===== config.mk =====
export PLATFORM = sky130hd
export DESIGN_NAME = operand_sequencer
export DESIGN_NICKNAME = d
export VERILOG_FILES = /design/src/rtl/operand_sequencer.sv
export SDC_FILE = /design/constraint.sdc
export NUM_CORES = 1
export LEC_CHECK = 0
export BUFFER_PORTS_ARGS = -buffer_cell sky130_fd_sc_hd__clkbuf_2
export CORE_MARGIN = 3
export CORE_UTILIZATION = 44
export CTS_CLUSTER_DIAMETER = 150
export DETAILED_ROUTE_END_ITERATION = 8
export PLACE_DENSITY = 0.75
export REMOVE_ABC_BUFFERS = 1
export SYNTH_ARGS = -nofsm -noshare
export SYNTH_HDL_FRONTEND = slang
export SYNTH_SLANG_ARGS = --single-unit
export TNS_END_PERCENT = 100

===== constraint.sdc =====
create_clock -name clk -period 1.9 [get_ports clk]
set_clock_uncertainty 0.1 [all_clocks]
set_input_delay 0.19 -clock clk [delete_from_list [all_inputs] [get_ports clk]]
set_output_delay 0.19 -clock clk [all_outputs]
set_load 0.005 [all_outputs]

===== src/rtl/operand_sequencer.sv =====
// operand_sequencer
//   Front/back end for the M-bit subtractor stage. Operands A and B are
//   captured from the switches on successive load presses. One cycle after
//   B is captured, the subtractor's result and flags are latched into
//   stable output registers for the display. A third press starts the
//   next operation by capturing a new A.
//
// Ports
//   clk    : system clock, rising edge
//   rst    : synchronous reset, active-high
//   sw     : switch value sampled as an operand
//   load   : load button level; its rising edge is detected here
//   clear  : synchronous soft clear, active-high
//   A, B   : registered operands driven to the subtractor
//   R_in   : subtractor result
//   C_in, N_in, V_in, Z_in : subtractor flags
//   R_out  : registered result
//   flags  : registered flags {C,N,V,Z}
//   state  : current FSM encoding for the LEDs
//   done   : high while R_out/flags hold a valid result
module operand_sequencer #(
    parameter int M = 4
) (
    input  logic         clk,
    input  logic         rst,
    input  logic [M-1:0] sw,
    input  logic         load,
    input  logic         clear,
    output logic [M-1:0] A,
    output logic [M-1:0] B,
    input  logic [M-1:0] R_in,
    input  logic         C_in,
    input  logic         N_in,
    input  logic         V_in,
    input  logic         Z_in,
    output logic [M-1:0] R_out,
    output logic [3:0]   flags,
    output logic [1:0]   state,
    output logic         done
);

    typedef enum logic [1:0] {
        S_A    = 2'b00,
        S_B    = 2'b01,
        S_EXEC = 2'b10,
        S_SHOW = 2'b11
    } state_t;

    state_t cur;
    logic   load_prev;
    logic   ld_edge;

    assign ld_edge = load & ~load_prev;
    assign state   = cur;

    always_ff @(posedge clk) begin
        if (rst) begin
            // Reset high so a button held through reset gives no edge.
            load_prev <= 1'b1;
            cur       <= S_A;
            A         <= '0;
            B         <= '0;
            R_out     <= '0;
            flags     <= 4'b0000;
            done      <= 1'b0;
        end else begin
            // Keeps sampling during clear so a press held across clear
            // is not seen as a new edge afterwards.
            load_prev <= load;
            if (clear) begin
                cur   <= S_A;
                A     <= '0;
                B     <= '0;
                R_out <= '0;
                flags <= 4'b0000;
                done  <= 1'b0;
            end else begin
                unique case (cur)
                    S_A: begin
                        if (ld_edge) begin
                            A   <= sw;
                            cur <= S_B;
                        end
                    end
                    S_B: begin
                        if (ld_edge) begin
                            B   <= sw;
                            cur <= S_EXEC;
                        end
                    end
                    S_EXEC: begin
                        // The subtractor has had a full cycle to settle on
                        // the new B; presses in this cycle are dropped.
                        R_out <= R_in;
                        flags <= {C_in, N_in, V_in, Z_in};
                        done  <= 1'b1;
                        cur   <= S_SHOW;
                    end
                    S_SHOW: begin
                        // R_out/flags stay frozen until the next S_EXEC.
                        if (ld_edge) begin
                            A    <= sw;
                            done <= 1'b0;
                            cur  <= S_B;
                        end
                    end
                    default: cur <= S_A;
                endcase
            end
        end
    end

endmodule

* Word level (Yosys, flattened, before mapping)
Cells that the tools add are included.
W data, S select, Z words.
** Storage, ports and cells
- Input port bits :: 16
- Output and inout port bits :: 19
- Register bits :: 20
- Word-level logic and storage cells :: 28
** Operators by class
- Eq/ne operators :: 6
- Muxes and demuxes :: 5
- Bitwise gates (word level) :: 2
- Reductions and logical operators :: 8
** Operator list (count)
- $reduce_and A2 Y1 :: 4
- $pmux W2 S3 :: 1
- $eq A2 B2 Y1 const B :: 2
- $mux W2 :: 2
- $ne A2 B2 Y1 const B :: 2
- $reduce_or A2 Y1 :: 2
- $eq A2 B1 Y1 const B :: 1
- $logic_not A2 Y1 :: 1
- $ne A2 B1 Y1 const B :: 1
- $pmux W1 S2 :: 1
- $reduce_bool A2 Y1 :: 1
- $and A1 B1 Y1 :: 1
- $mux W1 :: 1
- $not A1 Y1 :: 1

* Depth between registers and ports, before layout
Gate-level depths: netlist of run 1.
- Depth after elaboration :: 4
- Depth in mapped cells :: 5
- Depth with buffers taken out :: 5

* Worst setup path after synthesis of run 1
Ideal clock, no wire load.
- Path kind :: register -> register
- From :: register cur[0] (netlist: state[0])
- To :: register A[0]
- Period minus slack after synthesis :: 1.422 ns
- Arrival time :: 1.207 ns
- Path slack :: 0.478 ns
- Required time :: 1.685 ns
- Path buffers :: 0
- Cell stages (with the launch flop) :: 6
- Setup time :: 0.115 ns
- Cell sequence :: dfxtp_1 inv_1 ha_1 nand3b_1 mux2i_1 nor2_1
** On the way
- Word-level cells in the longest chain between the ends :: 3
- Elaborated cells between the ends (all ways) :: 4
- Those cells by class :: eq/ne: 1; reduce/logical: 3
** Ends and longest elaborated chain
- start, declared :: line 49 : state_t cur;
- start signal, assigned :: line 60 : cur <= S_A;
- start signal, assigned :: line 71 : cur <= S_A;
- start signal, assigned :: line 82 : cur <= S_B;
- $eq A2 B2 Y1 or $logic_not A2 Y1 (tied branches) :: line 78 : unique case (cur)
- $reduce_or A2 Y1 (no line) (*)
- $reduce_and A2 Y1 (no line) (*)
- end signal, assigned :: line 81 : A <= sw;
- end signal, assigned :: line 102 : A <= sw;
- end, declared :: line 29 : output logic [M-1:0] A,
Mark *: on every way between the ends. The rest lies on a longest branch, timed or not.
A chain may end at the register's enable or synchronous reset.

* Worst setup path after layout of run 1
Same ends and word-level chain as after synthesis.

==> results of run 1 <==
[per-layer routing]
metal | part of all wire (%) | track usage [%] | up-vias
met4 | 0.68 | 5.69 | 0
met5 | 0 | 0 | -
li1 | - | - | 323
met3 | 7.6 | 3.37 | 2
met1 | 45 | 15.6 | 282
met2 | 47 | 26.4 | 24
[Yosys cell counts (all sizes together)]
master | number | share of area (%)
nand2 | 3 | 1.4
dfxtp | 20 | 51
or2 | 2 | 1.6
a21oi | 3 | 1.9
mux2i | 16 | 20
nand2b | 1 | 0.79
nand3b | 2 | 1.9
o21bai | 1 | 0.95
ha | 4 | 6.3
nor2 | 16 | 7.6
buf | 3 | 3.9
a21o | 2 | 1.9
inv | 2 | 0.95
[power by group through the flow]
stage / clock (uW) / combinational, uW / sequential [uW]
floorplan: 0 / 29.2 / 438
global placement: 0 / 55.1 / 438
detailed placement: 0 / 56.8 / 438
CTS: 353 / 58.6 / 429
global route: 371 / 64.4 / 430
finish: 337 / 57.6 / 429
[what timing repair did]
item | CTS | global route
hold buffers | 1 | 0
resized for setup | 0 | 0
setup endpoints to repair | 0 | 0
hold endpoints to repair | 1 | 0
[kinds of logic (layout without fill, tap and decap cells)]
logic type / count (synthesis) / after routing
muxes: 16 / 16
and+or+nand+nor: 24 / 24
DFF: 20 / 20
AOI/OAI and AO/OA: 6 / 6
buffers and inverters: 5 / 41
adders and majority gates: 4 / 4
[worst max-delay path, delay by kind of cell, from the launching register on]
family | cells | cell delay, ns
adders and majority gates | 1 | 0.33
buffers and inverters | 1 | 0.09
DFF | 1 | 0.41
muxes | 1 | 0.24
and+or+nand+nor | 2 | 0.29
[sequential cells by signal, indices dropped and copies added (netlist names)]
| register | cells |
|---|---|
| state | 2 |
| load_prev | 1 |
| flags | 4 |
| B | 4 |
| R_out | 4 |
| A | 4 |
| done | 1 |
[how the worst max path moves through the flow]
stage,start,endpoint,slack [ns]
global placement,state[0],A[0],0.42
finish,state[0],A[0],0.32
detailed placement,state[0],A[0],0.32
CTS,state[0],A[0],0.30
floorplan,state[0],A[0],0.46
global route,state[0],A[0],0.22
[layout make-up]
class,instances,area (um^2),area share [%]
inverter,2,7.51,0.733
multi-input combinational,50,353,34.5
clock buffer,3,22.5,2.20
tap,24,30.0,2.93
clock inverter,1,30.0,2.93
timing repair buffer,35,180,17.6
sequential,20,400,39.1
[per-stage QoR]
step | worst slack (ns) | hold WS, ns | cell area, um^2
6_report | 0.317 | 0.0261 | 1020
5_1_grt | 0.222 | 0.0224 | 1020
4_1_cts | 0.300 | 0.0141 | 1020
3_5_place_dp | 0.319 | 0.291 | 961
3_3_place_gp | 0.423 | 0.284 | 961
2_1_floorplan | 0.458 | 0.194 | 761
==> results.txt, run 1 <==
For this configuration, the core starts out at a cell density of 49.7%. For this run, the slowest stage of the critical path takes 0.41 ns. For hold timing, the worst endpoint is flags[3]. The actual slew at the worst max-slew pin came out at 0.630 ns. The number of warnings issued by yosys came out at 0. The first-pass detailed-route iteration total came out at 4.

The number of buffers created by CTS came out at 3. Dividing the detail-routed via count by the number of cells gives 4.67. The final number of setup-violating endpoints came out at 0.

The starting DRC count in detailed routing is 5. The global-route total usage across every layer is 14.3%. The xor-xnor portion of the synthesized cell area is 0%. For this design the static power due to leakage is 0.000499 uW. The worst hold path begins at C_in. The number of slew-limit violations in the final report came out at 0.

The number of port buffers came out at 34. The total of flip-flops plus latches after synthesis is 20. The area of the die came out at 2340 um^2. The number of distinct standard cells referenced by the synthesized netlist is 16.

The final standard cell count with taps included and fillers excluded came out at 135. Across all register-to-register paths, the minimum setup slack is 0.32 ns. The area added between synthesis and finish came out at 29.2%. The sequential share of power is 52.1%. The count of H-tree levels built during CTS is 1. The global-route wire length before repair is 2730 um. Entering global routing, the biggest net connects 20 pins.

The total standard cell area after synthesis is 792 um^2. The core region is 1590 um^2. The utilization of the core after routing came out at 64.2%. For this design, the slowest cell found on the critical path is dfxtp_1. Setup repair after global routing left no endpoint under its margin. The most frequent standard cell in the layout excluding fill and tap cells is clkbuf_2. In this run the power spent charging and discharging nets is 155 uW. The minimum clock period came out at 1.58 ns. The flow ran to the end, and the final reports show no timing, DRC or antenna violations. The summed negative setup slack over all endpoints came out at 0 ns. The cell-internal power is 668 uW. The leftover overflow at the end of global routing came out at 0. The number of cells on the worst hold path came out at 3. Of the total power, the clock network draws 40.9%. In this run switching power makes up 18.9% of total power.

The required time reported for the critical path endpoint is 1.97 ns. The post-DP HPWL came out at 1160 um. The critical path is of the register to register type. The max-cap check violation count is 0.

The worst voltage drop across the vdd grid came out at 0.550 mV. The critical-path maximum fanout is 5. The fill cell instance count of the final layout is 137. The simple-gate share of the synthesized area is 13.3%. The fraction of synthesized area in multiplexers is 20.2%. In this run the power density over the cells is 804 nW/um^2. The width of the die came out at 48.4 um. Counting cells, the worst reg-to-reg path comes to 5. No sink is reached through more buffers than the 2 on the longest clock path. The placed cell count is 130. The height of the die came out at 48.4 um. The compound-cell area share of the yosys netlist is 4.74%. The cell count after synthesis came out at 75. The total vias in the final route came out at 631. Leaving out fill and tap cells, the most frequent cells in the layout are 34 x clkbuf_2, 20 x dfxtp_1, 16 x mux2i_1, 16 x nor2_1, 4 x ha_1. Summed over all layers, the routed wires come to 1470 um. The top-level I/O count came out at 35.

The initialized floorplan defines 14 standard-cell rows. The register area share after synthesis came out at 50.6%. The total number of clock tree sinks is 20. The insertion delay to the later sink of the worst-skew pair is 0.29 ns. After synthesis, the largest family of logic cells by area is multiplexers.

The maximum achievable frequency is 632 MHz. The completed layout was analyzed and its total power is 823 uW. The number of antenna diodes in the final layout is 0. The final count of hold timing violations is 0. The wire length per cell after detailed routing came out at 10.9 um. The reg-to-reg startpoint is state[0]. Cells with a size suffix above 1 make up 35.1% of the layout.

After layout, the worst path uses 83.3% of the clock period. The normalized max-slew margin is 58.0%. The placer's final routability congestion estimate is 0.675. The mean instance size in the synthesized netlist came out at 10.6 um^2. The critical path goes through inv_1 -> ha_1 -> nand3b_1 -> mux2i_1 -> nor2_1. The initial antenna violation count is 0. In the routed design, unresolved DRC markers number 0. TritonCTS built the clock tree. The post-route antenna net violation count came out at 0. The tightest min-delay check is of the input pin to register type.

For the worst setup path, the data arrival time is 1.65 ns. The endpoint of the worst-slack reg-to-reg timing path is A[0]. The synthesized-area fraction occupied by adder cells came out at 6.32%. The tree is rooted in a clkbuf_4. Combinational logic burns 7.0% of the power. The net count of the finished layout is 132.

The type of destination of the critical path is a register. The count of buffers added by post-CTS timing repair for setup is 0. STA classifies the critical path startpoint as a register. The number of global-route vias before repair is 652.

The clock edge transition at the registers on the reported setup and hold paths is 0.11 ns.
(Power assumes the default switching activity.)
==> run 2, diff against run 1 <==
Settings changed: CORE_UTILIZATION 44 to 40, PLACE_DENSITY 0.75 to 0.72.
Clock period 1.9 ns to 1.3 ns, I/O delays scaled along.
==> run 2 against run 1 <==
The flow now finishes with violations (negative setup slack). Critical path depth stayed put. Count of clock-buffer cells in the layout unchanged. Wire length increased by 18%. Global-route usage is 0.46 points higher. Combinational power increased by 140%. Hold slack better by 0.36 ns. Fmax grew 16%. Flip-flop and latch count is the same. Largest cell class unchanged.
==> results.txt, run 2 (same netlist as run 1, synthesis figures left out) <==
The total power consumption of the routed design is 1030 uW. The sequential share of power is 60.5%. The post-DP HPWL came out at 1120 um. In this run the tightest slew margin relative to its limit is 59.4%. The setup check on the worst reg-to-reg path leaves a slack of -0.06 ns. The initial antenna violation count came to 0.

The clock edge transition at the registers on the reported setup and hold paths is 0.10 ns. The wire length per cell after detailed routing came out at 11.1 um. The area of the die is 2550 um^2. The leakage power came out at 0.000581 uW.

TritonCTS built the clock tree. The final reports fail on negative setup slack. The number of port buffers came out at 34.

The critical path is of the register to register type. The worst hold path terminates at done. The final number of setup-violating endpoints came out at 8. The global-route wire length before repair came out at 2880 um.

The final route contains 715 vias. The initial core utilization came out at 44.0%. The minimum clock period came out at 1.36 ns. The ratio of final minimum period to clock period came out at 105%. The floorplan step set the die height to 50.5 um.

The final wirelength is 1730 um. The startpoint identified for the worst register-to-register timing path is state[0]. The number of remaining DRC errors is 0.

The clock share of power is 26.3%. Compared with the post-synthesis result, the final layout area differs by 54.0%. The layout cell share with drive strength beyond 1 is 40.5%. 0 antenna diodes ended up in the layout. The critical-path maximum fanout is 4. The setup slack of the critical path after layout is -0.0618 ns. The combinational power share came out at 13.3%. The actual slew at the worst max-slew pin came out at 0.608 ns.

The insertion delay to the later sink of the worst-skew pair came out at 0.29 ns. The first-pass detailed-route iteration total came out at 3. The required time reported for the critical path endpoint came out at 1.36 ns.

The launch instance of the worst min-delay path is done. The tightest min-delay check is of the register to register type. The top cell types in the final layout, fill and taps aside, are 34 x clkbuf_2, 18 x dfxtp_1, 16 x mux2i_1, 16 x nor2_1, 14 x dlygate4sd3_1. STA classifies the critical path startpoint as a register. The switching power of the nets came out at 221 uW. Setup repair after global routing could not meet its margin everywhere.

The placer's final routability congestion estimate is 0.651. The power per cell area is 847 nW/um^2. The count of nets left with antenna violations once routing finished came out at 0. The pin count of the biggest net entering global routing is 20. The run finished, with violations left. The area of the core is 1800 um^2. The worst reg2reg path depth is 5. The number of buffers on the longest clock path came out at 2. After detailed routing, the number of vias per cell comes to 4.58. The cell-internal power came out at 813 uW. The number of buffers created by CTS is 3. The leftover overflow at the end of global routing came out at 0. The worst-path cell with the longest stage delay is dfxtp_2.

The clock root buffer is clkbuf_4. The number of global-route vias before repair is 710. The utilization of the core after routing is 67.7%. The arrival time reported for the critical path endpoint came out at 1.42 ns. The starting DRC count in detailed routing is 4. The library cell used most frequently in the layout, excluding fill and tap cells, is clkbuf_2. STA classifies the critical path endpoint as a register. The endpoint identified for the worst register-to-register timing path is A[2]. Clock tree synthesis found a total of 20 sinks. The switching part of the total power is 21.4%. The final count of hold timing violations is 0.

Pin placement for this block handled 35 I/O pins. The worst voltage drop across the vdd grid came out at 1.08 mV. The signal on the critical path passes through inv_2 -> ha_4 -> nand3b_1 -> mux2i_1 -> nor2_1.

In this design, the stage delay of the slowest critical-path cell is 0.36 ns. The number of nets in the layout is 153. For this run, the top clock speed supported by timing is 734 MHz. The count of H-tree levels built during CTS is 1. The number of slew-limit violations in the final report is 0. Global routing used 14.7% of the available tracks. Across the run, the number of max-cap violations was 0. The number of cells on the worst hold path came out at 2.

The width of the die came out at 50.5 um. After floorplanning, the core was divided into 15 placement rows.
-- run 2: power by group through the flow --
stage / Sequential, uW / Clock [uW] / Combinational, uW
floorplan: 641 / 0 / 42.7
global placement: 640 / 0 / 94.6
detailed placement: 640 / 0 / 95.5
CTS: 625 / 285 / 134
global route: 627 / 322 / 152
finish: 625 / 271 / 137
-- run 2: how the worst max path moves through the flow --
stage          startpoint    to  cells past startpoint
3_5_place_dp     state[0]  A[1]                      5
3_3_place_gp     state[1]  B[2]                      5
2_1_floorplan    state[0]  A[0]                      5
5_1_grt          state[0]  A[2]                      5
4_1_cts          state[0]  A[1]                      5
6_report         state[0]  A[2]                      5
-- run 2: area by class of cell --
type | instances | area, um^2
fill | 163 | 582
timing repair buffer | 56 | 383
clock buffer | 3 | 22.5
sequential | 20 | 405
tap | 25 | 31.3
inverter | 2 | 7.51
multi-input combinational | 50 | 370
-- run 2: critical path, delay by kind of cell, from the launching register on --
kind,cells,cell delay (ns)
DFF,1,0.36
buffers and inverters,1,0.05
and+or+nand+nor,2,0.27
muxes,1,0.22
adders and majority gates,1,0.23
-- run 2: routing by layer --
layer | part of all wire [%] | track usage (%) | up-vias
li1 | - | - | 362
met2 | 53 | 27.6 | 25
met4 | 0.52 | 1.35 | 0
met3 | 6.9 | 6.23 | 2
met1 | 39 | 15.8 | 326
met5 | 0 | 0 | -
-- run 2: what timing repair did --
item | in CTS | in global routing
endpoints found under the setup margin | 9 | 10
hold buffers | 14 | 0
pin swaps | 3 | 3
buffers inserted | 1 | 1
resized for setup | 7 | 1
hold endpoints to repair | 16 | 0
gates cloned | 0 | 0
-- run 2: through the flow --
stage	worst slack (ns)	cells	hold slack, ns	TNS [ns]	instance area [um^2]
finish	-0.0618	156	0.387	-0.329	1220
global route	-0.151	156	0.441	-1.12	1220
CTS	-0.0826	155	0.386	-0.444	1210
detailed placement	-0.159	137	0.232	-1.15	1020
global placement	-0.109	137	0.225	-0.841	1020
floorplan	-0.142	72	0.134	-0.659	761
